===== config.mk =====
export PLATFORM = sky130hd
export DESIGN_NAME = fetch_trace_monitor
export DESIGN_NICKNAME = d
export VERILOG_FILES = /design/src/rtl/fetch_trace_monitor.sv
export SDC_FILE = /design/constraint.sdc
export NUM_CORES = 1
export LEC_CHECK = 0
export ABC_CLOCK_PERIOD_IN_PS = 9300
export BUFFER_PORTS_ARGS = -buffer_cell sky130_fd_sc_hd__clkbuf_2
export CAP_MARGIN = 20
export CORE_MARGIN = 4
export CORE_UTILIZATION = 62
export CTS_BUF_LIST = sky130_fd_sc_hd__clkbuf_4 sky130_fd_sc_hd__clkbuf_8
export DETAILED_ROUTE_END_ITERATION = 10
export PLACE_DENSITY = 0.8
export SETUP_SLACK_MARGIN = 0.2
export SLEW_MARGIN = 20
export SYNTH_ARGS = -nofsm -noshare
export SYNTH_HDL_FRONTEND = slang
export SYNTH_SLANG_ARGS = --single-unit

===== constraint.sdc =====
create_clock -name clk -period 9.3 [get_ports clk]
set_input_delay 1.395 -clock clk [delete_from_list [all_inputs] [get_ports clk]]
set_output_delay 1.395 -clock clk [all_outputs]
set_load 0.01 [all_outputs]

===== src/rtl/fetch_trace_monitor.sv =====
// ============================================================================
// Module   : fetch_trace_monitor
// Purpose  : Passive monitor for the instruction-fetch request/valid port.
//            It records every accepted fetch into a circular trace buffer.
//            It counts accepted fetches, stall cycles and (optionally)
//            redirect mispredictions. It raises a sticky timeout when a
//            request stays unanswered for TIMEOUT consecutive cycles.
//            The trace is read back by index, where index 0 is the oldest
//            valid entry. Readout data is registered, so it appears one
//            cycle after rd_idx_i is applied.
// Options  : define TRACE_PRED_EN to store prediction fields per entry and
//            enable the mispredict counter. When it is undefined, those
//            outputs are tied to 0.
// Ports    : clk, rst (sync, active-high)
//            req_i, vld_i, pc_i, instr_i, pred_taken_i, pred_target_i
//                                        - observed fetch interface
//            enable_i                    - trace capture enable
//            clear_i                     - synchronous clear of trace,
//                                          counters and timeout
//            rd_idx_i -> rd_pc_o, rd_instr_o, rd_pred_taken_o,
//                        rd_pred_target_o
//                                        - registered trace readout
//            entries_o, wrapped_o        - trace occupancy status
//            fetch_cnt_o, stall_cnt_o, mispred_cnt_o
//                                        - saturating statistics counters
//            timeout_o, timeout_pc_o     - sticky timeout flag and the PC
//                                          captured when it fired
// Revision : 1.0 - initial release
// ============================================================================
`default_nettype none

module fetch_trace_monitor #(
  parameter int ADDR_W  = 32,
  parameter int DATA_W  = 32,
  parameter int DEPTH   = 16,
  parameter int TIMEOUT = 64,
  parameter int CNT_W   = 32
) (
  input  logic                     clk,
  input  logic                     rst,
  input  logic                     req_i,
  input  logic                     vld_i,
  input  logic [ADDR_W-1:0]        pc_i,
  input  logic [DATA_W-1:0]        instr_i,
  input  logic                     pred_taken_i,
  input  logic [ADDR_W-1:0]        pred_target_i,
  input  logic                     enable_i,
  input  logic                     clear_i,
  input  logic [$clog2(DEPTH)-1:0] rd_idx_i,
  output logic [ADDR_W-1:0]        rd_pc_o,
  output logic [DATA_W-1:0]        rd_instr_o,
  output logic                     rd_pred_taken_o,
  output logic [ADDR_W-1:0]        rd_pred_target_o,
  output logic [$clog2(DEPTH):0]   entries_o,
  output logic                     wrapped_o,
  output logic [CNT_W-1:0]         fetch_cnt_o,
  output logic [CNT_W-1:0]         stall_cnt_o,
  output logic [CNT_W-1:0]         mispred_cnt_o,
  output logic                     timeout_o,
  output logic [ADDR_W-1:0]        timeout_pc_o
);

  localparam int AW  = $clog2(DEPTH);
  localparam int WCW = $clog2(TIMEOUT + 1);

  localparam logic [AW:0]      ENT_FULL = (AW+1)'(DEPTH);
  localparam logic [AW:0]      ENT_ONE  = (AW+1)'(1);
  localparam logic [AW-1:0]    PTR_ONE  = AW'(1);
  localparam logic [CNT_W-1:0] CNT_ONE  = CNT_W'(1);
  localparam logic [CNT_W-1:0] CNT_MAX  = {CNT_W{1'b1}};
  localparam logic [WCW-1:0]   WCNT_ONE = WCW'(1);
  localparam logic [WCW-1:0]   WCNT_TO  = WCW'(TIMEOUT);

  typedef enum logic [1:0] {
    S_IDLE = 2'd0,
    S_WAIT = 2'd1,
    S_TOUT = 2'd2
  } state_t;

  // clear_i behaves exactly like reset and overrides a same-cycle accept.
  logic clr;
  logic accept;
  logic stall;
  logic capture;

  assign clr     = rst | clear_i;
  assign accept  = req_i & vld_i;
  assign stall   = req_i & ~vld_i;
  assign capture = accept & enable_i & ~clr;

  // --------------------------------------------------------------------------
  // Timeout FSM
  // --------------------------------------------------------------------------
  state_t           state, state_nxt;
  logic [WCW-1:0]   wait_cnt, wait_cnt_nxt;
  logic             tout_set;
  logic [ADDR_W-1:0] timeout_pc;

  always_ff @(posedge clk) begin
    if (clr) begin
      state      <= S_IDLE;
      wait_cnt   <= '0;
      timeout_pc <= '0;
    end else begin
      state    <= state_nxt;
      wait_cnt <= wait_cnt_nxt;
      if (tout_set) timeout_pc <= pc_i;
    end
  end

  always_comb begin
    state_nxt    = state;
    wait_cnt_nxt = wait_cnt;
    tout_set     = 1'b0;
    case (state)
      S_IDLE: begin
        if (stall) begin
          // A single-cycle budget means the very first stall times out.
          if (TIMEOUT == 1) begin
            state_nxt = S_TOUT;
            tout_set  = 1'b1;
          end else begin
            state_nxt    = S_WAIT;
            wait_cnt_nxt = WCNT_ONE;
          end
        end
      end
      S_WAIT: begin
        if (!stall) begin
          // Either answered or withdrawn; both end the wait without timeout.
          state_nxt    = S_IDLE;
          wait_cnt_nxt = '0;
        end else if (wait_cnt + WCNT_ONE == WCNT_TO) begin
          state_nxt    = S_TOUT;
          wait_cnt_nxt = '0;
          tout_set     = 1'b1;
        end else begin
          wait_cnt_nxt = wait_cnt + WCNT_ONE;
        end
      end
      S_TOUT: begin
        state_nxt = S_TOUT;
      end
      default: begin
        state_nxt    = S_IDLE;
        wait_cnt_nxt = '0;
      end
    endcase
  end

  assign timeout_o    = (state == S_TOUT);
  assign timeout_pc_o = timeout_pc;

  // --------------------------------------------------------------------------
  // Statistics counters (saturating)
  // --------------------------------------------------------------------------
  logic [CNT_W-1:0] fetch_cnt;
  logic [CNT_W-1:0] stall_cnt;

  always_ff @(posedge clk) begin
    if (clr) begin
      fetch_cnt <= '0;
      stall_cnt <= '0;
    end else begin
      if (accept && fetch_cnt != CNT_MAX) fetch_cnt <= fetch_cnt + CNT_ONE;
      if (stall && stall_cnt != CNT_MAX)  stall_cnt <= stall_cnt + CNT_ONE;
    end
  end

  assign fetch_cnt_o = fetch_cnt;
  assign stall_cnt_o = stall_cnt;

  // --------------------------------------------------------------------------
  // Trace buffer pointers and occupancy
  // --------------------------------------------------------------------------
  logic [AW-1:0] wr_ptr;
  logic [AW:0]   entries;
  logic          wrapped;

  always_ff @(posedge clk) begin
    if (clr) begin
      wr_ptr  <= '0;
      entries <= '0;
      wrapped <= 1'b0;
    end else if (capture) begin
      wr_ptr <= wr_ptr + PTR_ONE;
      if (entries == ENT_FULL) wrapped <= 1'b1;
      else                     entries <= entries + ENT_ONE;
    end
  end

  assign entries_o = entries;
  assign wrapped_o = wrapped;

  // Once wrapped, the oldest entry sits at the write pointer.
  logic [AW-1:0] rd_slot;
  logic          rd_hit;

  assign rd_slot = (wrapped ? wr_ptr : '0) + rd_idx_i;
  assign rd_hit  = ({1'b0, rd_idx_i} < entries);

  // Storage is not reset: occupancy gates every read, so stale contents are
  // never visible.
  logic [ADDR_W-1:0] pc_mem    [DEPTH];
  logic [DATA_W-1:0] instr_mem [DEPTH];
  logic [ADDR_W-1:0] rd_pc;
  logic [DATA_W-1:0] rd_instr;

  always_ff @(posedge clk) begin
    if (capture) begin
      pc_mem[wr_ptr]    <= pc_i;
      instr_mem[wr_ptr] <= instr_i;
    end
  end

  // Non-blocking read of the pre-edge array returns old data on a
  // same-cycle write to the selected slot.
  always_ff @(posedge clk) begin
    if (clr || !rd_hit) begin
      rd_pc    <= '0;
      rd_instr <= '0;
    end else begin
      rd_pc    <= pc_mem[rd_slot];
      rd_instr <= instr_mem[rd_slot];
    end
  end

  assign rd_pc_o    = rd_pc;
  assign rd_instr_o = rd_instr;

  // --------------------------------------------------------------------------
  // Prediction storage and mispredict tracking
  // --------------------------------------------------------------------------
`ifdef TRACE_PRED_EN
  logic              pt_mem  [DEPTH];
  logic [ADDR_W-1:0] ptg_mem [DEPTH];
  logic              rd_pt;
  logic [ADDR_W-1:0] rd_ptg;
  logic              last_taken;
  logic [ADDR_W-1:0] last_target;
  logic [CNT_W-1:0]  mispred_cnt;

  always_ff @(posedge clk) begin
    if (capture) begin
      pt_mem[wr_ptr]  <= pred_taken_i;
      ptg_mem[wr_ptr] <= pred_target_i;
    end
  end

  always_ff @(posedge clk) begin
    if (clr || !rd_hit) begin
      rd_pt  <= 1'b0;
      rd_ptg <= '0;
    end else begin
      rd_pt  <= pt_mem[rd_slot];
      rd_ptg <= ptg_mem[rd_slot];
    end
  end

  // The previous accepted fetch predicted taken; the next fetched PC must
  // match its target, otherwise the front end was redirected.
  always_ff @(posedge clk) begin
    if (clr) begin
      last_taken  <= 1'b0;
      last_target <= '0;
      mispred_cnt <= '0;
    end else if (accept) begin
      last_taken  <= pred_taken_i;
      last_target <= pred_target_i;
      if (last_taken && pc_i != last_target && mispred_cnt != CNT_MAX)
        mispred_cnt <= mispred_cnt + CNT_ONE;
    end
  end

  assign rd_pred_taken_o  = rd_pt;
  assign rd_pred_target_o = rd_ptg;
  assign mispred_cnt_o    = mispred_cnt;
`else
  logic unused_pred;
  assign unused_pred = ^{pred_taken_i, pred_target_i};

  assign rd_pred_taken_o  = 1'b0;
  assign rd_pred_target_o = '0;
  assign mispred_cnt_o    = '0;
`endif

endmodule

`default_nettype wire


**Word level (Yosys, flattened, before mapping)**

Memories as Yosys holds them, arrays and structs flattened. A register that Yosys moved wholly into a read port is not among the register bits.
Cells that the tools add are included.

- Reductions and logical operators: 9
- Eq/ne operators: 8
- Add/subtract/negate cells: 6
- Multipliers: 0
- Magnitude comparators: 1
- Muxes and demuxes: 14
- Shift-type cells: 0
- Bitwise gates (word level): 9
- Divide/modulo/power cells: 0

Operators by type and width:

| operator | number |
|---|---|
| 32-bit by 1-bit adder with 32-bit output (second input constant) | 2 |
| 32-bit != test (second input constant) | 2 |
| 7-bit 2-to-1 mux | 3 |
| 7-bit one-hot mux with 3 select lines | 1 |
| 2-bit AND reduction | 4 |
| 7-bit by 1-bit adder with 7-bit output (second input constant) | 1 |
| 7-bit == test (second input constant) | 1 |
| 2-bit 2-to-1 mux | 3 |
| 2-bit one-hot mux with 3 select lines | 1 |
| 5-bit by 1-bit adder with 5-bit output (second input constant) | 1 |
| 5-bit == test (second input constant) | 1 |
| 4-bit by 5-bit < comparator with 1-bit output | 1 |
| 1-bit 2-to-1 mux | 5 |
| 4-bit by 1-bit adder with 4-bit output (second input constant) | 1 |
| 4-bit adder | 1 |
| 1-bit bitwise AND | 4 |
| 4-bit 2-to-1 mux | 1 |
| 1-bit inverter | 4 |
| 3-bit != test (second input constant) | 1 |
| 2-bit by 1-bit == test with 1-bit output (second input constant) | 1 |
| 2-bit == test (second input constant) | 1 |
| 1-bit logical AND | 2 |
| 2-bit zero test | 1 |
| 2-bit != test (second input constant) | 1 |
| 3 further kinds | 3 |

- Word-level logic and storage cells: 57
- Memory bits (read-only): 0
- Bits in writable memories: 1024
- Latch bits: 0
- Memories kept: 2
- Bits of input ports: 107
- Output and inout port bits: 232
- Flip-flop bits (word level): 115

Memory list:

| name | words | bits a word | rd ports | clocked after Yosys merged registers in | write ports | line | text |
|---|---|---|---|---|---|---|---|
| instr_mem | 16 | 32 | 1 | 1 | 1 | 205 | `logic [DATA_W-1:0] instr_mem [DEPTH];` |
| pc_mem | 16 | 32 | 1 | 1 | 1 | 204 | `logic [ADDR_W-1:0] pc_mem [DEPTH];` |

**Depth between registers and ports, before layout**

- Word-level depth: 5
- Depth in mapped cells: 10
- Mapped depth without buffers: 8

**Worst setup path before layout**

Ideal clock, no wire load.

- Kind: input to register
- Start point: in clear_i
- End point: mem instr_mem[3][0] (enable)
- Required time: 8735 ps
- Arrival: 6562 ps
- Setup slack: 2174 ps
- Setup time: 565 ps
- Buffers on the path: 1
- Stages on the path: 5
- Cell sequence: or2_2 -> clkbuf_1 -> nor2_1 -> nand2_1 -> nor3_1

- Word-level cells in the longest chain between the ends: 5

RTL lines:

| what | line | text |
|---|---|---|
| start: declaration | 48 | `input logic clear_i,` |
| 1-bit bitwise OR | 86 | `assign clr = rst \| clear_i;` |
| 1-bit inverter | 89 | `assign capture = accept & enable_i & ~clr;` |
| 1-bit bitwise AND | 89 |  |
| 1-bit 2-to-1 mux | 210 | `if (capture) begin` |
| 1-bit 2-to-1 mux (not written as such) | 212 | `instr_mem[wr_ptr] <= instr_i;` |
| end: declaration | 205 |  |

Every way passes these cells.

**Worst setup path after layout**

- Start point: in rd_idx_i[0]
- End point: reg rd_instr[29] (netlist: rd_instr_o[29]), read port of instr_mem

- Word-level cells in the longest chain between the ends: 3
- Elaborated cells on any way between the ends: 4
- Those cells by class: add/sub: 1; order compare: 1; reduce/logical: 2

RTL lines:

| what | line | text |
|---|---|---|
| start: declaration | 49 | `input logic [$clog2(DEPTH)-1:0] rd_idx_i,` |
| 4-bit by 5-bit < comparator with 1-bit output | 200 | `assign rd_hit = ({1'b0, rd_idx_i} < entries);` |
| 1-bit zero test | 219 | `if (clr \|\| !rd_hit) begin` |
| 1-bit logical OR | 219 |  |
| end: declaration | 207 | `logic [DATA_W-1:0] rd_instr;` |

Several ways; a longest one is shown, not always the timed one.
A chain may end at the register's enable or synchronous reset.

==> qor.yml <==
clock_network:
  numCtsBuffers: 181
  cts_htree_levels: 4
  worst_skew_pair.late_latency_ps: 810
  cts-root-buf: "clkbuf_8"
  ctsHoldBuffers: 0
  post_cts_resized: 0
  cts_buffer_depth: 3
  cts.sinks: 1203
  cts_tree: "yes"
  cts.clk_slew.worst_paths_ps: 60
  postCtsSetupBuffers: 0
timing:
  report.final.slew_viol_count: 0
  fin_skew_ps: 26.8
  setup-violations-final: 0
  slew_headroom: 0.301
  rsz0062_at_grt: "no"
  timing.fmax_mhz: 235
  min_period_ps: 4250
  worst_slew_pin_slew_ps: 1050
  hold_violations: 0
  fin_crit_sh: 0.457
  setup_tns_ps: 0
final_layout:
  fin_nets: 2905
  final_area_um2: 52200
  final_common_cell: "edfxtp_1"
  final_cell_mix: "edfxtp_1 (1024), mux4_2 (256), clkbuf_2 (240)"
  area_growth_pct: 12.7
  drive_gt1_frac: 0.298
  n_fill_cell: 4323
grt:
  antenna_found_initial: 5
  grtUsageTotal: 0.259
  grt_max_degree: 157
  globalRouteOverflowTotal: 0
  grt_pass1_vias: 25500
  grt_pass1_wl_um: 153000
flow_run:
  drv_cap: 0
worst_hold_path:
  min_path_type: "reg -> reg"
drt:
  drt-total-wl_um: 100000
  detail-route-antenna-nets: 0
  met1_length_um: 38100
  drc: 0
  vias: 24500
  dr_wl_met2_um: 50600
  wire_per_inst_um: 25.7
  vias_per_cell: 6.28
  drt_first_pass_iters: 5
  maxUsedRoutingLayer: "met4"
  route.met3.wl_um: 8930
  drtIter0Drc: 2326
setup_path:
  r2r_slack_ps: 5190
  crit_buf_inv: 3
  max_stage_delay_ps: 1250
  crit_path_cell_trace: "clkbuf_2, ha_4, inv_1, fa_4, buf_4, mux4_2, nor2b_1, a211oi_1, a211oi_1"
  start_kind: "primary input"
  arrival_ps: 4860
  criticalPathCategory: "in -> reg"
  crit_top_cell: "a211oi_1"
  cp_data_required_time_ps: 9920
  cp_max_fo: 64
  cp_top_family: "adder cells"
  cp_slowest_cell: "fa_4"
  setup.worst_path.end_class: "flop"
die:
  die_y_um: 281
  ios: 339
  dieArea_um2: 79100
  die_x_um: 281
  start_util: 0.630
  coreArea_um2: 73500
  num_rows: 99
place:
  port-buffer-count: 240
  gp_congestion: 0.856
  postPlaceCellArea_um2: 48400
  dpl.hpwl_um: 52700
logic_synthesis:
  synthCells: 2452
  synth.avg_cell_area_um2: 18.9
  yosysSeqAreaShare: 0.742
  ys.flop_type: "edfxtp_1"
  ys_warn_count: 0
  yosys_register_bits: 1203
  synth_enable_flop_cells: 1024
  synth_cell_types: 64
  syn_area_um2: 46300
  async_flop_share: 0
power:
  clockPowerShare: 0.408
  switching_share: 0.206
  p_leak_nw: 17.4
  ir_drop_mv: 0.125
  p_switching_w: 0.00217
  seqPwrFrac: 0.555
  intPower_w: 0.00840
  comb_power_share: 0.037
  powerDensity_nw_per_um2: 203
outcome:
  status: "complete, no violations"
==> power groups by stage <==
stage               clock [W]  combinational (W)  sequential (W)
floorplan                   0           0.000265         0.00598
global placement            0           0.000376         0.00597
detailed placement          0           0.000391         0.00598
CTS                   0.00439           0.000392         0.00586
global route          0.00467           0.000425         0.00586
finish                0.00432           0.000391         0.00586
==> worst reg2reg max path, stage by stage, from the launching register on <==
cell and delay [ps]:
dfxtp_1 430, and2_1 200, ha_4 140, inv_1 50, fa_4 1250, buf_4 850
mux4_2 460, nor2b_1 160, a211oi_1 290, a211oi_1 110
==> cell usage after synthesis, drive strengths merged (28+ instances only) <==
cell | number | area (µm²)
edfxtp | 1024 | 30700
mux4 | 256 | 5770
mux2i | 68 | 681
dfxtp | 179 | 3580
clkbuf | 77 | 290
xnor2 | 28 | 245
nor2b | 65 | 407
nor2 | 65 | 244
buf | 120 | 754
nand2 | 113 | 424
a211oi | 134 | 1010
a21oi | 72 | 360
==> through the flow <==
stage,hold WS (ps),instances,setup WS [ps],power [W],utilization
after floorplan,458,2516,2170,0.00624,-
after global placement,440,3556,4270,0.00635,0.659
after detailed placement,448,3556,4220,0.00637,0.659
after CTS,456,3891,5110,0.0106,0.710
after global routing,477,3897,4980,0.0110,0.710
final,455,3898,5050,0.0106,0.710
==> cells by family after synthesis <==
| group | after synthesis | synth area share |
|---|---|---|
| flops | 1203 | 0.742 |
| simple gates | 377 | 0.0428 |
| mux | 324 | 0.139 |
| compound gates | 275 | 0.0404 |
| buf+inv | 219 | 0.0243 |
| xor+xnor | 37 | 0.00700 |
| fa+ha+maj | 16 | 0.00449 |
| other cells | 1 | 0.0000810 |
==> registers in the layout (all words and copies together) (netlist names) <==
register	flops
fetch_cnt_o	32
timeout_pc_o	32
wrapped_o	1
wait_cnt	7
instr_mem	512
pc_mem	512
wr_ptr	4
state	2
entries_o	5
stall_cnt_o	32
rd_pc_o	32
rd_instr_o	32
==> final timing paths <==
| kind | startpoint | to | cells past startpoint |
|---|---|---|---|
| min reg2reg | timeout_pc_o[4]$_SDFFE_PP0P_ | timeout_pc_o[4]$_SDFFE_PP0P_ | 2 |
| max | rd_idx_i[0] | rd_instr_o[29]$_SDFF_PP0_ | 9 |
| min | timeout_pc_o[4]$_SDFFE_PP0P_ | timeout_pc_o[4]$_SDFFE_PP0P_ | 2 |
| max reg2reg | wr_ptr[0]$_SDFFE_PP0P_ | rd_instr_o[29]$_SDFF_PP0_ | 9 |
==> layer usage <==
metal  GRT usage  up-vias
met5           0        -
met4      0.0866        0
met3      0.0596      179
met2       0.423     1238
met1       0.352    12600
li1            -    10500
==> cell type report <==
class / instances / area, µm² / area share
Tap cell: 959 / 1200 / 0.0230
Multi-Input combinational cell: 1094 / 11200 / 0.216
Inverter: 22 / 82.6 / 0.00158
Clock inverter: 66 / 422 / 0.00808
Sequential cell: 1203 / 34300 / 0.658
Antenna cell: 5 / 12.5 / 0.000240
Clock buffer: 269 / 3300 / 0.0633
Timing Repair Buffer: 280 / 1580 / 0.0304
No activity file was read; power rests on OpenSTA's default activity.
